--- config.mk ---
export PLATFORM = sky130hd
export DESIGN_NAME = qix_input_cond
export DESIGN_NICKNAME = d
export VERILOG_FILES = /design/src/rtl/qix_input_pkg.sv /design/src/rtl/qix_debounce.sv /design/src/rtl/qix_input_cond.sv
export SDC_FILE = /design/constraint.sdc
export NUM_CORES = 1
export LEC_CHECK = 0
export CAP_MARGIN = 20
export CORE_AREA = 8 8 169 131
export DETAILED_ROUTE_END_ITERATION = 10
export DIE_AREA = 0 0 177 139
export DONT_BUFFER_PORTS = 1
export SLEW_MARGIN = 15
export SYNTH_ARGS = -nofsm -noshare
export SYNTH_HDL_FRONTEND = slang
export SYNTH_SLANG_ARGS = --single-unit
--- constraint.sdc ---
create_clock -name clk_20m -period 5.38 [get_ports clk_20m]
set_clock_uncertainty 0.05 [all_clocks]
set_input_delay 0.269 -clock clk_20m [delete_from_list [all_inputs] [get_ports clk_20m]]
set_output_delay 0.269 -clock clk_20m [all_outputs]
set_load 0.01 [all_outputs]
--- src/rtl/qix_input_pkg.sv ---
// Shared types and helpers for the Qix input conditioning stage.
// Latency: n/a (package: constants, enums and pure functions only).
// Backpressure: n/a.
package qix_input_pkg;

    // Bit positions inside a {R,L,D,U} direction nibble
    localparam int DIR_U = 0;
    localparam int DIR_D = 1;
    localparam int DIR_L = 2;
    localparam int DIR_R = 3;

    // Default timing: 1 ms tick at 20 MHz, 3 ms debounce, 50 ms coin pulse
    localparam int unsigned TICK_DIV_DEF       = 20000;
    localparam int unsigned DEBOUNCE_TICKS_DEF = 3;
    localparam int unsigned COIN_TICKS_DEF     = 50;

    typedef enum logic [1:0] {
        COIN_IDLE     = 2'd0,
        COIN_PULSE    = 2'd1,
        COIN_WAIT_REL = 2'd2
    } coin_state_t;

    typedef enum logic [2:0] {
        FW_NEUTRAL = 3'd0,
        FW_HOLD_U  = 3'd1,
        FW_HOLD_D  = 3'd2,
        FW_HOLD_L  = 3'd3,
        FW_HOLD_R  = 3'd4
    } fw_state_t;

    // Opposing directions cancel each other out
    function automatic logic [3:0] clean_dirs(input logic [3:0] d);
        logic [3:0] r;
        r = d;
        if (d[DIR_U] && d[DIR_D]) begin
            r[DIR_U] = 1'b0;
            r[DIR_D] = 1'b0;
        end
        if (d[DIR_L] && d[DIR_R]) begin
            r[DIR_L] = 1'b0;
            r[DIR_R] = 1'b0;
        end
        return r;
    endfunction

    // Highest-priority pressed direction, U > D > L > R
    function automatic fw_state_t fw_pick(input logic [3:0] d);
        fw_state_t s;
        s = FW_NEUTRAL;
        if (d[DIR_U])      s = FW_HOLD_U;
        else if (d[DIR_D]) s = FW_HOLD_D;
        else if (d[DIR_L]) s = FW_HOLD_L;
        else if (d[DIR_R]) s = FW_HOLD_R;
        return s;
    endfunction

    // One-hot direction set asserted by a 4-way state
    function automatic logic [3:0] fw_dirs(input fw_state_t s);
        logic [3:0] r;
        r = 4'b0000;
        case (s)
            FW_HOLD_U: r[DIR_U] = 1'b1;
            FW_HOLD_D: r[DIR_D] = 1'b1;
            FW_HOLD_L: r[DIR_L] = 1'b1;
            FW_HOLD_R: r[DIR_R] = 1'b1;
            default:   r = 4'b0000;
        endcase
        return r;
    endfunction

    // Keep the held direction while it stays pressed, otherwise re-pick
    function automatic fw_state_t fw_next(input fw_state_t s, input logic [3:0] d);
        if ((fw_dirs(s) & d) != 4'b0000) return s;
        return fw_pick(d);
    endfunction

endpackage

--- src/rtl/qix_debounce.sv ---
// One-bit debouncer: output follows input after DEBOUNCE_TICKS consecutive agreeing tick samples.
// Latency: DEBOUNCE_TICKS ticks from a stable input change to dout.
// Backpressure: none; samples only when tick is high.
module qix_debounce
    import qix_input_pkg::*;
#(
    parameter int unsigned DEBOUNCE_TICKS = DEBOUNCE_TICKS_DEF
) (
    input  logic clk_20m,
    input  logic reset,
    input  logic tick,
    input  logic din,
    output logic dout
);

    logic       stable;
    logic [3:0] cnt;

    // Count consecutive disagreeing samples; adopt the sample once the run is long enough
    always_ff @(posedge clk_20m) begin
        if (reset) begin
            stable <= 1'b0;
            cnt    <= 4'd0;
        end else if (tick) begin
            if (din == stable) begin
                cnt <= 4'd0;
            end else if (cnt == 4'(DEBOUNCE_TICKS - 1)) begin
                stable <= din;
                cnt    <= 4'd0;
            end else begin
                cnt <= cnt + 4'd1;
            end
        end
    end

    assign dout = stable;

endmodule

--- src/rtl/qix_input_cond.sv ---
// Debounces raw MiSTer controls into active-low Qix inputs; define QIX_INPUT_4WAY_EN for a 4-way joystick filter.
// Latency: DEBOUNCE_TICKS ticks + 1 cycle from raw press to output; coin pulse is COIN_TICKS*TICK_DIV cycles wide.
// Backpressure: none; all outputs are registered level signals updated every cycle.
module qix_input_cond
    import qix_input_pkg::*;
#(
    parameter int unsigned TICK_DIV       = TICK_DIV_DEF,
    parameter int unsigned DEBOUNCE_TICKS = DEBOUNCE_TICKS_DEF,
    parameter int unsigned COIN_TICKS     = COIN_TICKS_DEF
) (
    input  logic       clk_20m,
    input  logic       reset,
    input  logic [1:0] coin_raw,
    input  logic [1:0] start_raw,
    input  logic [3:0] p1_dir_raw,
    input  logic [3:0] p2_dir_raw,
    input  logic       p1_fire_raw,
    input  logic       p2_fire_raw,
    output logic [1:0] coin,
    output logic [1:0] start_buttons,
    output logic [3:0] p1_joystick,
    output logic [3:0] p2_joystick,
    output logic       p1_fire,
    output logic       p2_fire
);

    localparam int TW = (TICK_DIV > 1) ? $clog2(TICK_DIV) : 1;

    logic [TW-1:0] tick_cnt;
    logic          tick;

    assign tick = (tick_cnt == TW'(TICK_DIV - 1));

    // Free-running tick divider
    always_ff @(posedge clk_20m) begin
        if (reset)     tick_cnt <= '0;
        else if (tick) tick_cnt <= '0;
        else           tick_cnt <= tick_cnt + TW'(1);
    end

    // Raw bits gathered so all 14 debouncers come from one generate loop
    logic [13:0] raw_all;
    logic [13:0] deb_all;

    assign raw_all = {p2_fire_raw, p1_fire_raw, p2_dir_raw, p1_dir_raw, start_raw, coin_raw};

    for (genvar g = 0; g < 14; g++) begin : g_deb
        qix_debounce #(
            .DEBOUNCE_TICKS(DEBOUNCE_TICKS)
        ) u_deb (
            .clk_20m(clk_20m),
            .reset  (reset),
            .tick   (tick),
            .din    (raw_all[g]),
            .dout   (deb_all[g])
        );
    end

    logic [1:0] deb_coin;
    logic [3:0] clean_p1;
    logic [3:0] clean_p2;

    assign deb_coin = deb_all[1:0];
    assign clean_p1 = clean_dirs(deb_all[7:4]);
    assign clean_p2 = clean_dirs(deb_all[11:8]);

    // Coin pulse shapers: one fixed-width pulse per debounced press
    logic [1:0] pulse_nx;

    for (genvar g = 0; g < 2; g++) begin : g_coin
        coin_state_t st;
        coin_state_t st_nx;
        logic [7:0]  cnt;
        logic [7:0]  cnt_nx;

        // Next-state: start on press, count ticks down, then wait for release
        always_comb begin
            st_nx  = st;
            cnt_nx = cnt;
            case (st)
                COIN_IDLE: begin
                    if (deb_coin[g]) begin
                        st_nx  = COIN_PULSE;
                        cnt_nx = 8'(COIN_TICKS);
                    end
                end
                COIN_PULSE: begin
                    // Exit one cycle after the last tick so width is exactly COIN_TICKS*TICK_DIV
                    if (cnt == 8'd0)  st_nx  = COIN_WAIT_REL;
                    else if (tick)    cnt_nx = cnt - 8'd1;
                end
                COIN_WAIT_REL: begin
                    if (!deb_coin[g]) st_nx = COIN_IDLE;
                end
                default: begin
                    st_nx  = COIN_IDLE;
                    cnt_nx = 8'd0;
                end
            endcase
        end

        // Coin FSM state register
        always_ff @(posedge clk_20m) begin
            if (reset) begin
                st  <= COIN_IDLE;
                cnt <= 8'd0;
            end else begin
                st  <= st_nx;
                cnt <= cnt_nx;
            end
        end

        assign pulse_nx[g] = (st_nx == COIN_PULSE);
    end

    logic [3:0] joy_p1;
    logic [3:0] joy_p2;

`ifdef QIX_INPUT_4WAY_EN
    // Step one cycle after tick so the filter sees the freshly debounced set
    logic      tick_d;
    fw_state_t fw_p1;
    fw_state_t fw_p2;
    fw_state_t fw_p1_nx;
    fw_state_t fw_p2_nx;

    // 4-way next-state, advanced once per tick
    always_comb begin
        fw_p1_nx = fw_p1;
        fw_p2_nx = fw_p2;
        if (tick_d) begin
            fw_p1_nx = fw_next(fw_p1, clean_p1);
            fw_p2_nx = fw_next(fw_p2, clean_p2);
        end
    end

    // 4-way state register
    always_ff @(posedge clk_20m) begin
        if (reset) begin
            tick_d <= 1'b0;
            fw_p1  <= FW_NEUTRAL;
            fw_p2  <= FW_NEUTRAL;
        end else begin
            tick_d <= tick;
            fw_p1  <= fw_p1_nx;
            fw_p2  <= fw_p2_nx;
        end
    end

    assign joy_p1 = fw_dirs(fw_p1_nx);
    assign joy_p2 = fw_dirs(fw_p2_nx);
`else
    assign joy_p1 = clean_p1;
    assign joy_p2 = clean_p2;
`endif

    // Registered active-low outputs, all released in reset
    always_ff @(posedge clk_20m) begin
        if (reset) begin
            coin          <= 2'b11;
            start_buttons <= 2'b11;
            p1_joystick   <= 4'b1111;
            p2_joystick   <= 4'b1111;
            p1_fire       <= 1'b1;
            p2_fire       <= 1'b1;
        end else begin
            coin          <= ~pulse_nx;
            start_buttons <= ~deb_all[3:2];
            p1_joystick   <= ~joy_p1;
            p2_joystick   <= ~joy_p2;
            p1_fire       <= ~deb_all[12];
            p2_fire       <= ~deb_all[13];
        end
    end

endmodule

# After elaboration in Yosys (flattened, before gate mapping)
# Cells that the tools add are included.
totals:
  regBits: 119
  input_bits: 16
  output_inout_bits: 14
  wordCells: 192
classes:
  n_addsub: 17
  n_eq_ne: 41
  mux: 48
  bitwise: 22
  n_reduce_logical: 25
op_table:
  columns: ["op", "n"]
  rows:
  - ["$mux 4", 28]
  - ["$add 4x1->4 const B", 14]
  - ["$eq 4x2->1 const B", 14]
  - ["$mux 8", 6]
  - ["$pmux 8 s3", 2]
  - ["$reduce_and 3->1", 14]
  - ["$mux 2", 10]
  - ["$not 1->1", 18]
  - ["$logic_not 8->1", 2]
  - ["$sub 8x1->8 const B", 2]
  - ["$add 15x1->15 const B", 1]
  - ["$eq 15x15->1 const B", 1]
  - ["$eq 1x1->1", 14]
  - ["$pmux 2 s3", 2]
  - ["$eq 2x1->1 const B", 4]
  - ["$ne 2x1->1 const B", 4]
  - ["$not 4->4", 2]
  - ["$reduce_and 4->1", 2]
  - ["$eq 2x2->1 const B", 2]
  - ["$logic_and 1x1->1", 4]
  - ["$logic_not 2->1", 2]
  - ["$ne 2x2->1 const B", 2]
  - ["$not 2->2", 2]
  - ["$reduce_or 2->1", 1]

# Logic depth before layout (Yosys ltp)
depth:
  ltp_word: 5
  depth_mapped: 9
  ltp_nobuf: 7

# Modules after synthesis
# A second synthesis with hierarchy kept.
unflattened:
  cells_unflattened: 693
  area_unflattened_um2: 6139.6
modules_own_cells:
  columns: ["mod", "n_inst", "cells_per_inst", "area_per_inst_um2", "seq_area_each_um2"]
  rows:
  - ["qix_debounce", 14, 31, 266.5, 100.1]
  - ["qix_input_cond", 1, 259, 2408.6, 980.9]

# Worst setup path after synthesis
# OpenSTA, ideal clock, no wires.
synth_path:
  path_kind: "register to register"
  startpoint: "register tick_cnt[0]"
  endpoint: "register g_deb[10].u_deb.cnt[0]"
  arrival_ps: 1754
  slack_ps: 3449
  stages_incl_launch_ff: 10
  n_path_buf: 3
  path_cell_list: "dfxtp_1 ha_1 and4_1 nand4_1 buf_2 buf_2 buf_1 nor2_1 a21oi_1 nor2_1"
synth_between:
  elab_chain_cells: 1
synth_lines:
  columns: ["item", "line", "rtl"]
  rows:
  - ["from (decl)", "qix_input_cond.sv:29", "logic [TW-1:0] tick_cnt;"]
  - ["from (signal assigned)", "qix_input_cond.sv:38", "else tick_cnt <= tick_cnt + TW'(1);"]
  - ["$eq 15x15->1", "qix_input_cond.sv:32", "assign tick = (tick_cnt == TW'(TICK_DIV - 1));"]
  - ["to (signal assigned)", "qix_debounce.sv:31", "cnt <= cnt + 4'd1;"]
  - ["to (decl)", "qix_debounce.sv:17", "logic [3:0] cnt;"]
# Every way passes these cells.
# A chain may end at the register's enable or synchronous reset.

# Worst setup path after layout
layout_path:
  startpoint: "register tick_cnt[0]"
  endpoint: "register g_coin[0].cnt[1]"
layout_between:
  elab_chain_cells: 3
layout_lines:
  columns: ["item", "line", "rtl"]
  rows:
  - ["$eq 15x15->1", "qix_input_cond.sv:32", null]
  - ["$ne 2x1->1 (no line)", null, null]
  - ["$reduce_and 4->1 (no line)", null, null]
  - ["to (signal assigned)", "qix_input_cond.sv:109", "cnt <= cnt_nx;"]
  - ["to (decl)", "qix_input_cond.sv:73", "logic [7:0] cnt;"]
# Every way passes these cells.

==> results.tsv <==
metric	value	unit
status	completed	
die_h	139	um
syn_to_final_growth	16.7	%
ctsHoldBuffers	16	
synth_seq_area_share	41.6	%
place_hpwl	7.37	mm
cts_root_buf	clkbuf_16	
period_needed	2.39	ns
min_path_type	in -> reg	
post_cts_buffers	0	
die_w	177	um
die_area	24600	sq um
clk_latency	0.42	ns
r2r_slack	2.99	ns
cp-start-kind	flip-flop	
worst_ep_required_time	5.68	ns
setup_ws	2.99	ns
fin_tns_setup	0	ns
syn_avg_cell_area	8.07	sq um
vias	4670	
grt_max_degree	86	
multi_input_area	3140	sq um
critPathKind	reg -> reg	
rsz0062_at_grt	false	
syn_nets	759	
synth_edf_count	0	
setup_viol	0	
worst_pin_slew	0.830	ns
core.rowCount	45	
hold_viol	0	
fillCellCount	2021	
start_util	29.1	%
ys.warnings.count	0	
power.leakage	2.42	nW
grtUsageTotal	10.1	%
antenna_found_initial	0	
slew_headroom	44.7	%
post-route-util	34.0	%
max_freq	0.418	GHz
instances_no_fill	988	
detail-route-antenna-nets	0	
grt_pass1_wl	20.4	mm
cts_made_buffers	17	
max_cap_viol_count	0	
synthCells	710	
ys.flop_type	dfxtp_1	
fin_nets	766	
synthArstFlopShare	0	%
clk_pin_slew_worst_paths	0.06	ns
cp-end-kind	flip-flop	
ys_seq_elements	119	
stdcell_area	6690	sq um
io_pins	30	
clock_path_buffers	2	
holdWs	0.0327	ns
critPathArrivalTime	2.69	ns
cts_resized	0	
drt_iter0_markers	253	
drc	0	
gp_congestion	0.758	
clkSinkCount	119	
final_max_slew_viol_count	0	
final-seq-area	2380	sq um
power.density	300	nW/um^2
core	19700	sq um
place_ws	3.00	ns
dp.cells	940	
min_period_over_period	44.4	%
diodes	0	
grt_pass1_vias	4275	
grt-ovfl-total	0	
routed_wl	12.0	mm
post_drt_wl_per_cell	12.1	um
dr.pass1.iters	4	
synth_cell_types	48	
layout-drive-gt1-share	8.36	%
cts_tree	built	
cp_max_fo	85	
port-buffer-count	0	
placed_area	5950	sq um
vias_per_cell	4.73	
cts_max_level	4	
syn-cell-area	5730	sq um
power	2.01	mW
ir_drop	0.281	mV
==> logic make-up (layout without fill, tap and decap cells) <==
group | Yosys count | in the layout | synth area share (%)
simple gates | 329 | 329 | 29.3
compound gates | 143 | 143 | 13.4
flops | 119 | 119 | 41.6
buf+inv | 55 | 75 | 3.67
fa+ha+maj | 33 | 33 | 7.21
xor+xnor | 28 | 28 | 4.28
mux | 3 | 3 | 0.524
==> synth_stat cells (2+ instances only) <==
| library cell | instances | area, sq um |
|---|---|---|
| xnor2_1 | 7 | 61.3 |
| nor4_1 | 5 | 31.3 |
| buf_2 | 3 | 15.0 |
| nor3b_1 | 6 | 45.0 |
| a211oi_1 | 2 | 15.0 |
| or4_1 | 5 | 37.5 |
| nor3_1 | 32 | 160 |
| and2_1 | 15 | 93.8 |
| clkbuf_1 | 22 | 82.6 |
| dfxtp_1 | 119 | 2380 |
| or3_1 | 5 | 31.3 |
| inv_1 | 25 | 93.8 |
| nand2b_1 | 13 | 81.3 |
| o21a_1 | 2 | 15.0 |
| ha_1 | 33 | 413 |
| a211o_1 | 2 | 17.5 |
| a311oi_1 | 2 | 17.5 |
| nor2_1 | 112 | 420 |
| nor4b_1 | 2 | 17.5 |
| nand4_1 | 4 | 25.0 |
| nand2_1 | 58 | 218 |
| or2_2 | 2 | 12.5 |
| o211ai_1 | 2 | 15.0 |
| buf_1 | 5 | 18.8 |
| and4_1 | 2 | 17.5 |
| xor2_1 | 21 | 184 |
| a21oi_1 | 71 | 355 |
| nand3_1 | 26 | 130 |
| mux2i_1 | 3 | 30.0 |
| nor2b_1 | 3 | 18.8 |
| nand3b_1 | 13 | 97.6 |
| o21ai_0 | 54 | 270 |
| or3b_2 | 19 | 166 |
==> state kept, by name (all words and copies together), names as in the netlist <==
name,count
p1_fire,1
g_deb.u_deb.dout,14
g_coin.cnt,16
p2_fire,1
g_coin.st,4
coin,2
start_buttons,2
p2_joystick,4
g_deb.u_deb.cnt,56
p1_joystick,4
tick_cnt,15
==> placed cells by master, fill, tap and decap left out, drive strengths merged, types with 2 or more instances in the layout <==
cell type    instances
nand4                4
nand3b              13
or4                  6
a211oi               2
o21ai               54
a211o                2
mux2i                3
o21a                 2
nor3                33
or3                  5
clkinv               7
nor2b                3
or2                  2
nand3               26
buf                  3
inv                 25
xnor2                7
nand2b              13
nor2               113
xor2                21
nand2               58
or3b                19
ha                  33
clkbuf              19
dlygate4sd3         15
a311oi               2
nor3b                6
dfxtp              119
and2                15
clkinvlp             5
a21oi               71
and4                 2
o211ai               2
nor4b                3
nor4                 5
==> critical path, stage by stage, from the launching register on <==
cell	delay, ns
dfxtp_1	0.37
ha_1	0.21
and4_1	0.26
nand4_1	0.13
buf_4	0.38
nor2_2	0.30
or4b_1	0.45
a31oi_1	0.17
==> layout make-up <==
cell class | count | share of cell area [%]
well taps | 258 | 4.83
clock inverters | 13 | 1.59
clock buffers | 19 | 6.77
repair buffers | 18 | 2.88
flip-flops and latches | 119 | 35.6
multi-input cells | 536 | 46.9
inverters | 25 | 1.40
==> power breakdown <==
group | total [mW] | internal, mW | switching (mW)
combinational | 0.0572 | 0.0232 | 0.0339
clock | 1.06 | 0.652 | 0.412
sequential | 0.887 | 0.884 | 0.00255
total | 2.01 | 1.56 | 0.448
==> metal layers <==
metal  vias up  share of wire [%]  GRT usage [%]
met1      2131                 54           13.9
met2        70                 39           13.5
met5         -                  0              0
met3        18                5.3           3.92
li1       2451                  -              -
met4         0                1.5           4.19
==> final timing paths <==
path,startpoint,to,depth (start not counted)
min,p2_dir_raw[2],g_deb[10].u_deb.cnt[3]$_SDFFE_PP0N_,3
max reg2reg,tick_cnt[0]$_SDFF_PP0_,g_coin[0].cnt[1]$_SDFFE_PP0P_,7
max,tick_cnt[0]$_SDFF_PP0_,g_coin[0].cnt[1]$_SDFFE_PP0P_,7
min reg2reg,g_deb[7].u_deb.dout$_SDFFE_PP0P_,p1_joystick[3]$_SDFF_PP1_,1
No activity file was read; power rests on OpenSTA's default activity.
